[src/rtl/ps2_rx_fifo_if.sv]
// ps2_rx_fifo_if -- consumer-side bus of the PS/2 receiver FIFO.
//
// Groups the byte-pull handshake and the error reporting signals.
//   slave  modport : used by ps2_rx_fifo (drives data/status, reads rdreq/clr_err)
//   master modport : used by the consumer logic
// Signals:
//   rdreq      consumer -> rx  pop FIFO head this cycle
//   clr_err    consumer -> rx  clear sticky error flags
//   char       rx -> consumer  FIFO head byte, valid when empty=0
//   empty      rx -> consumer  FIFO empty
//   full       rx -> consumer  FIFO full
//   count      rx -> consumer  FIFO occupancy
//   err_pulse  rx -> consumer  one-cycle {overflow, frame_err, parity_err}
//   err_sticky rx -> consumer  sticky copy of err_pulse
//   ext_tag    rx -> consumer  head byte was preceded by 0xE0 (PS2_SCANCODE_TAG_EN only)
//   brk_tag    rx -> consumer  head byte was preceded by 0xF0 (PS2_SCANCODE_TAG_EN only)
interface ps2_rx_fifo_if #(
  parameter int FIFO_DEPTH = 16
);
  logic                          rdreq;
  logic                          clr_err;
  logic [7:0]                    char;
  logic                          empty;
  logic                          full;
  logic [$clog2(FIFO_DEPTH):0]   count;
  logic [2:0]                    err_pulse;
  logic [2:0]                    err_sticky;
`ifdef PS2_SCANCODE_TAG_EN
  logic                          ext_tag;
  logic                          brk_tag;
`endif

`ifdef PS2_SCANCODE_TAG_EN
  modport slave (
    input  rdreq, clr_err,
    output char, empty, full, count, err_pulse, err_sticky, ext_tag, brk_tag
  );
  modport master (
    output rdreq, clr_err,
    input  char, empty, full, count, err_pulse, err_sticky, ext_tag, brk_tag
  );
`else
  modport slave (
    input  rdreq, clr_err,
    output char, empty, full, count, err_pulse, err_sticky
  );
  modport master (
    output rdreq, clr_err,
    input  char, empty, full, count, err_pulse, err_sticky
  );
`endif
endinterface

[src/rtl/ps2_rx_fifo.sv]
// ps2_rx_fifo -- PS/2 device-to-host receiver with a show-ahead byte FIFO.
//
// Synchronises and deglitches the raw PS/2 pins, decodes 11-bit frames
// (start, 8 data LSB-first, odd parity, stop), checks parity/framing, aborts
// stalled frames after TIMEOUT_CYC cycles and queues good bytes.
//
// Optional feature macro: PS2_SCANCODE_TAG_EN
//   When defined, 0xE0/0xF0 prefix bytes are absorbed and attached as
//   ext_tag/brk_tag to the next byte; the FIFO is 10 bits wide.
//
// Ports:
//   fpga_clk  system clock, rising edge
//   rst_n     synchronous active-low reset
//   ps2_clk   raw PS/2 clock pin (asynchronous)
//   ps2_data  raw PS/2 data pin (asynchronous)
//   bus       ps2_rx_fifo_if.slave: rdreq, clr_err, char, empty, full,
//             count, err_pulse, err_sticky (+ ext_tag, brk_tag)
module ps2_rx_fifo #(
  parameter int FILTER_LEN  = 8,
  parameter int TIMEOUT_CYC = 50000,
  parameter int FIFO_DEPTH  = 16
) (
  input  logic         fpga_clk,
  input  logic         rst_n,
  input  logic         ps2_clk,
  input  logic         ps2_data,
  ps2_rx_fifo_if.slave bus
);

  localparam int PTR_W = $clog2(FIFO_DEPTH);
  localparam int CNT_W = PTR_W + 1;
  localparam int TMO_W = $clog2(TIMEOUT_CYC);
`ifdef PS2_SCANCODE_TAG_EN
  localparam int WORD_W = 10;
`else
  localparam int WORD_W = 8;
`endif

  typedef enum logic [1:0] {
    ST_IDLE,
    ST_DATA,
    ST_PARITY,
    ST_STOP
  } state_t;

  logic              clk_s1, clk_s2, data_s1, data_s2;
  logic              filt_clk, filt_clk_d;
  logic [7:0]        filt_cnt;
  logic              strobe;

  state_t            state;
  logic [2:0]        bit_cnt;
  logic [7:0]        shift;
  logic              par_ok;
  logic [TMO_W-1:0]  tmo_cnt;
`ifdef PS2_SCANCODE_TAG_EN
  logic              pend_ext, pend_brk;
  logic              is_prefix;
`endif

  logic              stop_hit, byte_ok, timeout_hit;
  logic              push_req, pop, wr_en, overflow;
  logic              frame_err_set, parity_err_set;
  logic [2:0]        err_set;
  logic [WORD_W-1:0] push_word;

  logic [WORD_W-1:0] mem [FIFO_DEPTH];
  logic [PTR_W-1:0]  wr_ptr, rd_ptr;
  logic [CNT_W-1:0]  cnt_q;
  logic              fifo_full, fifo_empty;
  logic [2:0]        err_pulse_q, err_sticky_q;

  // Two-flop synchronisers; idle-high reset value matches an idle PS/2 line.
  always_ff @(posedge fpga_clk) begin
    if (!rst_n) begin
      clk_s1  <= 1'b1;
      clk_s2  <= 1'b1;
      data_s1 <= 1'b1;
      data_s2 <= 1'b1;
    end else begin
      clk_s1  <= ps2_clk;
      clk_s2  <= clk_s1;
      data_s1 <= ps2_data;
      data_s2 <= data_s1;
    end
  end

  // The filtered clock follows only after FILTER_LEN consecutive differing
  // samples; any agreeing sample restarts the run.
  always_ff @(posedge fpga_clk) begin
    if (!rst_n) begin
      filt_clk   <= 1'b1;
      filt_clk_d <= 1'b1;
      filt_cnt   <= 8'd0;
    end else begin
      filt_clk_d <= filt_clk;
      if (clk_s2 != filt_clk) begin
        if (filt_cnt == 8'(FILTER_LEN - 1)) begin
          filt_clk <= clk_s2;
          filt_cnt <= 8'd0;
        end else begin
          filt_cnt <= filt_cnt + 8'd1;
        end
      end else begin
        filt_cnt <= 8'd0;
      end
    end
  end

  assign strobe = filt_clk_d & ~filt_clk;

  // Frame completion decisions are combinational so the FIFO write lands at
  // the end of the stop-bit strobe cycle.
  assign stop_hit       = strobe && (state == ST_STOP);
  assign byte_ok        = stop_hit && data_s2 && par_ok;
  assign timeout_hit    = (state != ST_IDLE) && !strobe &&
                          (tmo_cnt == TMO_W'(TIMEOUT_CYC - 1));
  assign frame_err_set  = (stop_hit && !data_s2) || timeout_hit;
  assign parity_err_set = stop_hit && data_s2 && !par_ok;

`ifdef PS2_SCANCODE_TAG_EN
  assign is_prefix = (shift == 8'hE0) || (shift == 8'hF0);
  assign push_req  = byte_ok && !is_prefix;
  assign push_word = {pend_brk, pend_ext, shift};
`else
  assign push_req  = byte_ok;
  assign push_word = shift;
`endif

  assign fifo_empty = (cnt_q == '0);
  assign fifo_full  = (cnt_q == CNT_W'(FIFO_DEPTH));
  assign pop        = bus.rdreq && !fifo_empty;
  // A simultaneous pop frees the slot, so a push into a full FIFO is kept.
  assign wr_en      = push_req && (!fifo_full || pop);
  assign overflow   = push_req && fifo_full && !pop;
  assign err_set    = {overflow, frame_err_set, parity_err_set};

  // Frame decoder. The timeout counter runs only inside a frame and is
  // restarted by each falling edge.
  always_ff @(posedge fpga_clk) begin
    if (!rst_n) begin
      state   <= ST_IDLE;
      bit_cnt <= 3'd0;
      shift   <= 8'd0;
      par_ok  <= 1'b0;
      tmo_cnt <= '0;
`ifdef PS2_SCANCODE_TAG_EN
      pend_ext <= 1'b0;
      pend_brk <= 1'b0;
`endif
    end else if (timeout_hit) begin
      state   <= ST_IDLE;
      tmo_cnt <= '0;
`ifdef PS2_SCANCODE_TAG_EN
      pend_ext <= 1'b0;
      pend_brk <= 1'b0;
`endif
    end else begin
      if (state == ST_IDLE || strobe) begin
        tmo_cnt <= '0;
      end else begin
        tmo_cnt <= tmo_cnt + TMO_W'(1);
      end
      if (strobe) begin
        case (state)
          ST_IDLE: begin
            if (!data_s2) begin
              state   <= ST_DATA;
              bit_cnt <= 3'd0;
            end
          end
          ST_DATA: begin
            shift   <= {data_s2, shift[7:1]};
            bit_cnt <= bit_cnt + 3'd1;
            if (bit_cnt == 3'd7) begin
              state <= ST_PARITY;
            end
          end
          ST_PARITY: begin
            par_ok <= (data_s2 == ~^shift);
            state  <= ST_STOP;
          end
          ST_STOP: begin
            state <= ST_IDLE;
`ifdef PS2_SCANCODE_TAG_EN
            if (!data_s2) begin
              pend_ext <= 1'b0;
              pend_brk <= 1'b0;
            end else if (par_ok) begin
              if (shift == 8'hE0) begin
                pend_ext <= 1'b1;
              end else if (shift == 8'hF0) begin
                pend_brk <= 1'b1;
              end else begin
                pend_ext <= 1'b0;
                pend_brk <= 1'b0;
              end
            end
`endif
          end
          default: state <= ST_IDLE;
        endcase
      end
    end
  end

  // FIFO pointers and occupancy; pointers wrap naturally at FIFO_DEPTH.
  always_ff @(posedge fpga_clk) begin
    if (!rst_n) begin
      wr_ptr <= '0;
      rd_ptr <= '0;
      cnt_q  <= '0;
    end else begin
      if (wr_en) begin
        wr_ptr <= wr_ptr + PTR_W'(1);
      end
      if (pop) begin
        rd_ptr <= rd_ptr + PTR_W'(1);
      end
      case ({wr_en, pop})
        2'b10:   cnt_q <= cnt_q + CNT_W'(1);
        2'b01:   cnt_q <= cnt_q - CNT_W'(1);
        default: cnt_q <= cnt_q;
      endcase
    end
  end

  // Storage is left unreset so it can map onto RAM; empty gates the output.
  always_ff @(posedge fpga_clk) begin
    if (wr_en) begin
      mem[wr_ptr] <= push_word;
    end
  end

  // A new error wins over a clear requested in the same cycle.
  always_ff @(posedge fpga_clk) begin
    if (!rst_n) begin
      err_pulse_q  <= 3'b000;
      err_sticky_q <= 3'b000;
    end else begin
      err_pulse_q  <= err_set;
      err_sticky_q <= (bus.clr_err ? 3'b000 : err_sticky_q) | err_set;
    end
  end

  assign bus.char       = fifo_empty ? 8'h00 : mem[rd_ptr][7:0];
  assign bus.empty      = fifo_empty;
  assign bus.full       = fifo_full;
  assign bus.count      = cnt_q;
  assign bus.err_pulse  = err_pulse_q;
  assign bus.err_sticky = err_sticky_q;
`ifdef PS2_SCANCODE_TAG_EN
  assign bus.ext_tag    = fifo_empty ? 1'b0 : mem[rd_ptr][8];
  assign bus.brk_tag    = fifo_empty ? 1'b0 : mem[rd_ptr][9];
`endif

endmodule

[src/flat_wrapper.sv]
// flat-port wrapper written by rule: the top's interface ports become plain ports
module ps2_rx_fifo_flat 
#(
  parameter int FILTER_LEN  = 8,
  parameter int TIMEOUT_CYC = 50000,
  parameter int FIFO_DEPTH  = 16
)
  (fpga_clk, rst_n, ps2_clk, ps2_data, bus_rdreq, bus_clr_err, bus_char, bus_empty, bus_full, bus_count, bus_err_pulse, bus_err_sticky);
  ps2_rx_fifo_if #(.FIFO_DEPTH(FIFO_DEPTH)) bus_i ();
  input  logic fpga_clk;
  input  logic rst_n;
  input  logic ps2_clk;
  input  logic ps2_data;
  input wire logic [$bits(bus_i.rdreq)-1:0] bus_rdreq;
  input wire logic [$bits(bus_i.clr_err)-1:0] bus_clr_err;
  output wire logic [$bits(bus_i.char)-1:0] bus_char;
  output wire logic [$bits(bus_i.empty)-1:0] bus_empty;
  output wire logic [$bits(bus_i.full)-1:0] bus_full;
  output wire logic [$bits(bus_i.count)-1:0] bus_count;
  output wire logic [$bits(bus_i.err_pulse)-1:0] bus_err_pulse;
  output wire logic [$bits(bus_i.err_sticky)-1:0] bus_err_sticky;
  assign bus_i.rdreq = bus_rdreq;
  assign bus_i.clr_err = bus_clr_err;
  assign bus_char = bus_i.char;
  assign bus_empty = bus_i.empty;
  assign bus_full = bus_i.full;
  assign bus_count = bus_i.count;
  assign bus_err_pulse = bus_i.err_pulse;
  assign bus_err_sticky = bus_i.err_sticky;
  ps2_rx_fifo #(.FILTER_LEN(FILTER_LEN), .TIMEOUT_CYC(TIMEOUT_CYC), .FIFO_DEPTH(FIFO_DEPTH)) u_core (.fpga_clk(fpga_clk), .rst_n(rst_n), .ps2_clk(ps2_clk), .ps2_data(ps2_data), .bus(bus_i));
endmodule
[config.mk]
export PLATFORM = sky130hd
export DESIGN_NAME = ps2_rx_fifo_flat
export DESIGN_NICKNAME = d
export VERILOG_FILES = /design/src/rtl/ps2_rx_fifo_if.sv /design/src/rtl/ps2_rx_fifo.sv /design/src/flat_wrapper.sv
export SDC_FILE = /design/constraint.sdc
export NUM_CORES = 1
export LEC_CHECK = 0
export CAP_MARGIN = 20
export CORE_MARGIN = 2
export CORE_UTILIZATION = 49
export CTS_CLUSTER_DIAMETER = 80
export DETAILED_ROUTE_END_ITERATION = 16
export PLACE_DENSITY = 0.64
export SLEW_MARGIN = 25
export SYNTH_ARGS = -nofsm -noshare
export SYNTH_HDL_FRONTEND = slang
export SYNTH_SLANG_ARGS = --single-unit
[constraint.sdc]
create_clock -name fpga_clk -period 2.6 [get_ports fpga_clk]
set_input_delay 0.26 -clock fpga_clk [delete_from_list [all_inputs] [get_ports fpga_clk]]
set_output_delay 0.26 -clock fpga_clk [all_outputs]
set_load 0.1 [all_outputs]
; ---- Yosys cells after proc, flatten, opt, wreduce, memory -nomap -nowiden
; Memories as Yosys holds them, arrays and structs flattened. A register that Yosys moved wholly into a read port is not among the register bits.
; Cells that the tools add are included.
[word_totals]
regBits = 63
rom_bits = 0
latch_bits = 0
input_bits = 6
mem_count = 1
out_inout_bits = 21
mem_bits_rw = 128
[memory_table]
columns = memory, depth, width, rd, rd_ports_with_merged_regs, write_ports, line
row1 = u_core.mem, 16, 8, 1, 1, 1, ps2_rx_fifo.sv:67  ; logic [WORD_W-1:0] mem [FIFO_DEPTH];
[classes]
bitwise_logic = 6
n_eq_ne = 13
n_reduce_logical = 34
n_mul = 0
mux = 12
magnitude_cmp = 0
div = 0
addsub = 7
shifts = 0
[op_table]
columns = cell, n
row1 = adder 16 x 1 -> 16 bit (second input constant), 1
row2 = == test 16 bit (second input constant), 1
row3 = logical AND 1 bit, 11
row4 = case mux 5 bit (2 select lines), 1
row5 = AND reduction 3 bit, 3
row6 = adder 4 x 1 -> 4 bit (second input constant), 2
row7 = adder 8 x 1 -> 8 bit (second input constant), 1
row8 = == test 8 x 3 -> 1 bit (second input constant), 1
row9 = two-way mux 4 bit, 2
row10 = two-way mux 8 bit, 1
row11 = case mux 2 bit (4 select lines), 1
row12 = XNOR reduction 8 bit, 1
row13 = == test 2 bit (second input constant), 3
row14 = logical NOT 1 bit, 6
row15 = two-way mux 3 bit, 2
row16 = case mux 3 bit (2 select lines), 1
row17 = nonzero test 2 bit, 3
row18 = OR reduction 3 bit, 2
row19 = adder 5 x 1 -> 5 bit (second input constant), 1
row20 = == test 5 bit (second input constant), 1
row21 = logical NOT 5 bit, 1
row22 = subtractor 5 x 1 -> 5 bit (second input constant), 1
row23 = == test 2 x 1 -> 1 bit (second input constant), 2
row24 = two-way mux 2 bit, 2
row25 = 15 further kinds, 21

; ---- Logic depth before layout (Yosys ltp)
[logic_depth]
word_depth = 8
mapped_depth = 10
mapped_depth_nobuf = 10

; ---- Worst setup path before layout
; No wires, ideal clock.
[synth_path]
kind = reg2out
startpoint = reg u_core.cnt_q[2] (netlist: u_core.bus.count[2])
endpoint = out bus_char[0]
path_stages_with_launch = 5
t_arrival_ns = 4.016
required_time_ns = 2.340
path_buffers = 1
path_slack_ns = -1.676
cell_sequence = dfxtp_1 -> buf_4 -> or4_4 -> nor2_1 -> nor2b_1
[synth_between]
elab_chain_cells = 2
[synth_rtl]
columns = element, line
row1 = "start, declared", ps2_rx_fifo.sv:69  ; logic [CNT_W-1:0] cnt_q;
row2 = "start signal, assigned", ps2_rx_fifo.sv:221  ; 2'b10: cnt_q <= cnt_q + CNT_W'(1);
row3 = "start signal, assigned", ps2_rx_fifo.sv:222  ; 2'b01: cnt_q <= cnt_q - CNT_W'(1);
row4 = "start signal, assigned", ps2_rx_fifo.sv:223  ; default: cnt_q <= cnt_q;
row5 = logical NOT 5 bit, ps2_rx_fifo.sv:130  ; assign fifo_empty = (cnt_q == '0);
row6 = named net bus_empty, flat_wrapper.sv:17  ; output wire logic [$bits(bus_i.empty)-1:0] bus_empty;
row7 = two-way mux 8 bit, ps2_rx_fifo.sv:246  ; assign bus.char = fifo_empty ? 8'h00 : mem[rd_ptr][7:0];
row8 = "end, declared", flat_wrapper.sv:16  ; output wire logic [$bits(bus_i.char)-1:0] bus_char;
; The timed path passes the listed nets, and every way through them passes these cells.

==> impl_metrics.json <==
{
  "status": "complete, but fails checks",
  "violations": "setup timing",
  "grt_pass1_vias": 4522,
  "grt_pass1_wl_um": 24430,
  "timing_worst_setup_path_type": "reg2out",
  "synthArstFlopShare": 0,
  "die_area_mm2": 0.01712,
  "ys_ff_latch": 195,
  "grt_usage": 0.1975,
  "ys.flop_type": "edfxtp_1",
  "fmax_mhz": 380.4,
  "avgRoutedWirePerCell_um": 18.69,
  "syn-cell-area_mm2": 0.007884,
  "core_area_mm2": 0.01583,
  "instances_no_fill": 818,
  "crit_buf_inv": 2,
  "die_width_um": 130.8,
  "ys_warn_count": 0,
  "path_clk_slew_ns": 0.07,
  "period_share": 1.011,
  "yosysTopAreaCellShare": 0.4875,
  "cts_buffers": 17,
  "drtIter0Drc": 323,
  "met2_usage": 0.3171,
  "syn_nets": 545,
  "grt_util_met3": 0.05985,
  "antenna_cells": 0,
  "yosys.area.top_type": "edfxtp_1",
  "gp_congestion": 0.8406,
  "cellPowerDensity_mw_per_mm2": 1037,
  "critPathRequiredTime_ns": 2.34,
  "io_pins": 27,
  "cpLargestDelayFamily": "multiplexers",
  "avgSynthCellArea_um2": 15.02,
  "antenna_found_initial": 0,
  "cts_buffer_depth": 2,
  "p_leak_nw": 3.208,
  "hold_class": "in2reg",
  "setup_viol": 8,
  "finalPower_mw": 9.721,
  "dieHeight_um": 130.8,
  "maxCapViolCount": 0,
  "synth_cells": 525,
  "path_cells": "buf_12, mux4_2, mux4_2, nor2b_4, buf_12",
  "ys_seq_area_frac": 0.6577,
  "cp-end-kind": "primary output",
  "crit_arrival_ns": 2.37,
  "io_buffers": 26,
  "grt_util_met1": 0.2520,
  "ant_nets": 0,
  "clock_latency_ns": 0.44,
  "dp_hpwl_um": 10020,
  "post-route-util": 0.5922,
  "period_minus_slack_ns": 2.629,
  "remaining_drc_errors": 0,
  "gr-total-overflow": 0,
  "start_util": 0.4981,
  "finalMaxSlewViolations": 0,
  "finClkSkew_ns": 0.008315,
  "first_pass_iters": 4,
  "synthToLayoutAreaGrowth_pct": 18.89,
  "slowest_delay_ns": 0.54,
  "fin_nets": 609,
  "rsz0062_at_grt": "true",
  "rows": 46,
  "ys_types": 53,
  "synth_edf_count": 128,
  "htree_num_levels": 4,
  "gr-max-usage-layer": "met2",
  "hold_viol": 0,
  "startpoint_type": "flip-flop",
  "peakVddDrop_mv": 0.9614,
  "path_max_fanout": 9,
  "slew-limit-headroom": 0.5848,
  "worst_slew_pin_slew_ns": 0.6220,
  "cts_root_buffer": "clkbuf_16",
  "totalWireLength_um": 15290,
  "ys_top_cells_by_area": "edfxtp_1, dfxtp_1, mux4_2, nor2_1, ha_1",
  "viasPerCell": 5.403,
  "cts_sinks": 195,
  "layout_setup_ws_ns": -0.02898,
  "final_layout_size_suffix_gt1_frac": 0.2658,
  "grt_max_degree": 27,
  "cp_slowest_cell": "mux4_2",
  "placed_cells": 778,
  "cts_tree": "done",
  "vias": 4420
}
==> cells by family (layout without fill, tap and decap cells) <==
kind of cell	count (synthesis)	after routing	share of synthesized area
flops	195	195	0.6577
mux	46	46	0.1219
buf+inv	37	114	0.02428
compound gates	32	32	0.02762
xor+xnor	37	37	0.04285
fa+ha+maj	14	14	0.02222
simple gates	164	164	0.1035
==> cells in the final DEF (no fill, tap or decap), types with 4 or more instances in the layout <==
cell type,n
inv_1,13
nand2b_1,8
clkbuf_16,17
mux2i_1,6
dfxtp_1,60
mux4_2,40
nand4_1,6
edfxtp_1,128
and3_1,6
nor2b_1,5
nand3_1,22
buf_4,48
buf_12,14
xor2_1,20
nand2_1,26
dfxtp_4,4
ha_1,14
clkdlybuf4s50_1,5
clkinvlp_4,5
and2_1,4
xnor2_1,16
nor2b_4,8
nor3_1,8
a21oi_1,10
and4_1,4
nor2_1,54
==> flip-flops by register name, indices dropped and copies added (netlist names), 2 cells and up, named ones only <==
name                   flops
u_core.bus.count           5
u_core.tmo_cnt            16
u_core.bus.err_sticky      3
u_core.state               2
u_core.mem               128
u_core.filt_cnt            8
u_core.bit_cnt             3
u_core.rd_ptr              4
u_core.wr_ptr              4
u_core.bus.err_pulse       3
u_core.push_word           8
==> layer usage <==
metal / up-vias / routed length (µm)
met2: 105 / 7626
li1: 2088 / -
met4: 0 / 355
met1: 2200 / 6581
met3: 27 / 728
met5: - / 0
==> final cells by class <==
type	count	area (µm²)
Tap cell	216	270.3
Clock inverter	15	125.1
Multi-Input combinational cell	293	2577
Inverter	14	52.55
Sequential cell	195	5204
Fill cell	1216	6455
Timing Repair Buffer	68	718.2
Clock buffer	17	425.4
==> what timing repair did <==
action                                  4_1_cts  5_1_grt
endpoints found under the setup margin        9        9
hold buffers                                  0        0
gates cloned                                  1        0
buffers inserted                              0        7
pin swaps                                     1        1
resized for setup                             7        0
hold endpoints to repair                      0        0
==> cells in the mapped netlist (2+ instances only) <==
| library cell | instances |
|---|---|
| edfxtp_1 | 128 |
| dfxtp_1 | 67 |
| nor2_1 | 56 |
| mux4_2 | 40 |
| nand2_1 | 26 |
| nand3_1 | 22 |
| xor2_1 | 20 |
| xnor2_1 | 16 |
| clkbuf_1 | 14 |
| ha_1 | 14 |
| inv_1 | 13 |
| nor2b_1 | 13 |
| a21oi_1 | 10 |
| nand2b_1 | 8 |
| nor3_1 | 8 |
| and3_1 | 6 |
| mux2i_1 | 6 |
| nand4_1 | 6 |
| and2_1 | 4 |
| and4_1 | 4 |
| a21boi_0 | 3 |
| a22oi_1 | 3 |
| buf_2 | 3 |
| a31o_2 | 2 |
| a31oi_1 | 2 |
| buf_6 | 2 |
| nor4_1 | 2 |
| o21ai_0 | 2 |
==> through the flow <==
step | TNS (ns) | hold WS [ns] | setup slack, ns | cell area, µm²
2_1_floorplan | -0.09620 | 0.3615 | -0.09620 | 7963
3_3_place_gp | 0 | 0.3891 | 0.3194 | 8696
3_5_place_dp | 0 | 0.3986 | 0.2606 | 8696
4_1_cts | -0.6209 | 0.3605 | -0.08347 | 9295
5_1_grt | -0.6471 | 0.3894 | -0.1020 | 9373
6_report | -0.1633 | 0.3787 | -0.02898 | 9373
==> report_power, final <==
group          leakage (nW)  switching, mW  internal (mW)
Combinational          1.22           2.15           1.67
Clock                 0.258           1.18           1.25
Sequential             1.73          0.130           3.34
==> worst paths after layout <==
check	slack, ns	startpoint	cells past startpoint	endpoint
worst min-delay path	0.38	ps2_data	2	u_core.data_s1$_SDFF_PN1_
worst max register to register	0.24	u_core.state[0]$_SDFFE_PP0P_	10	u_core.bus.count[4]$_SDFFE_PN0P_
worst max-delay path	-0.03	flip-flop	5	bus_char[2]
worst min register to register	0.41	u_core.data_s1$_SDFF_PN1_	1	u_core.data_s2$_SDFF_PN1_
Power figures use the tool's default switching activity.
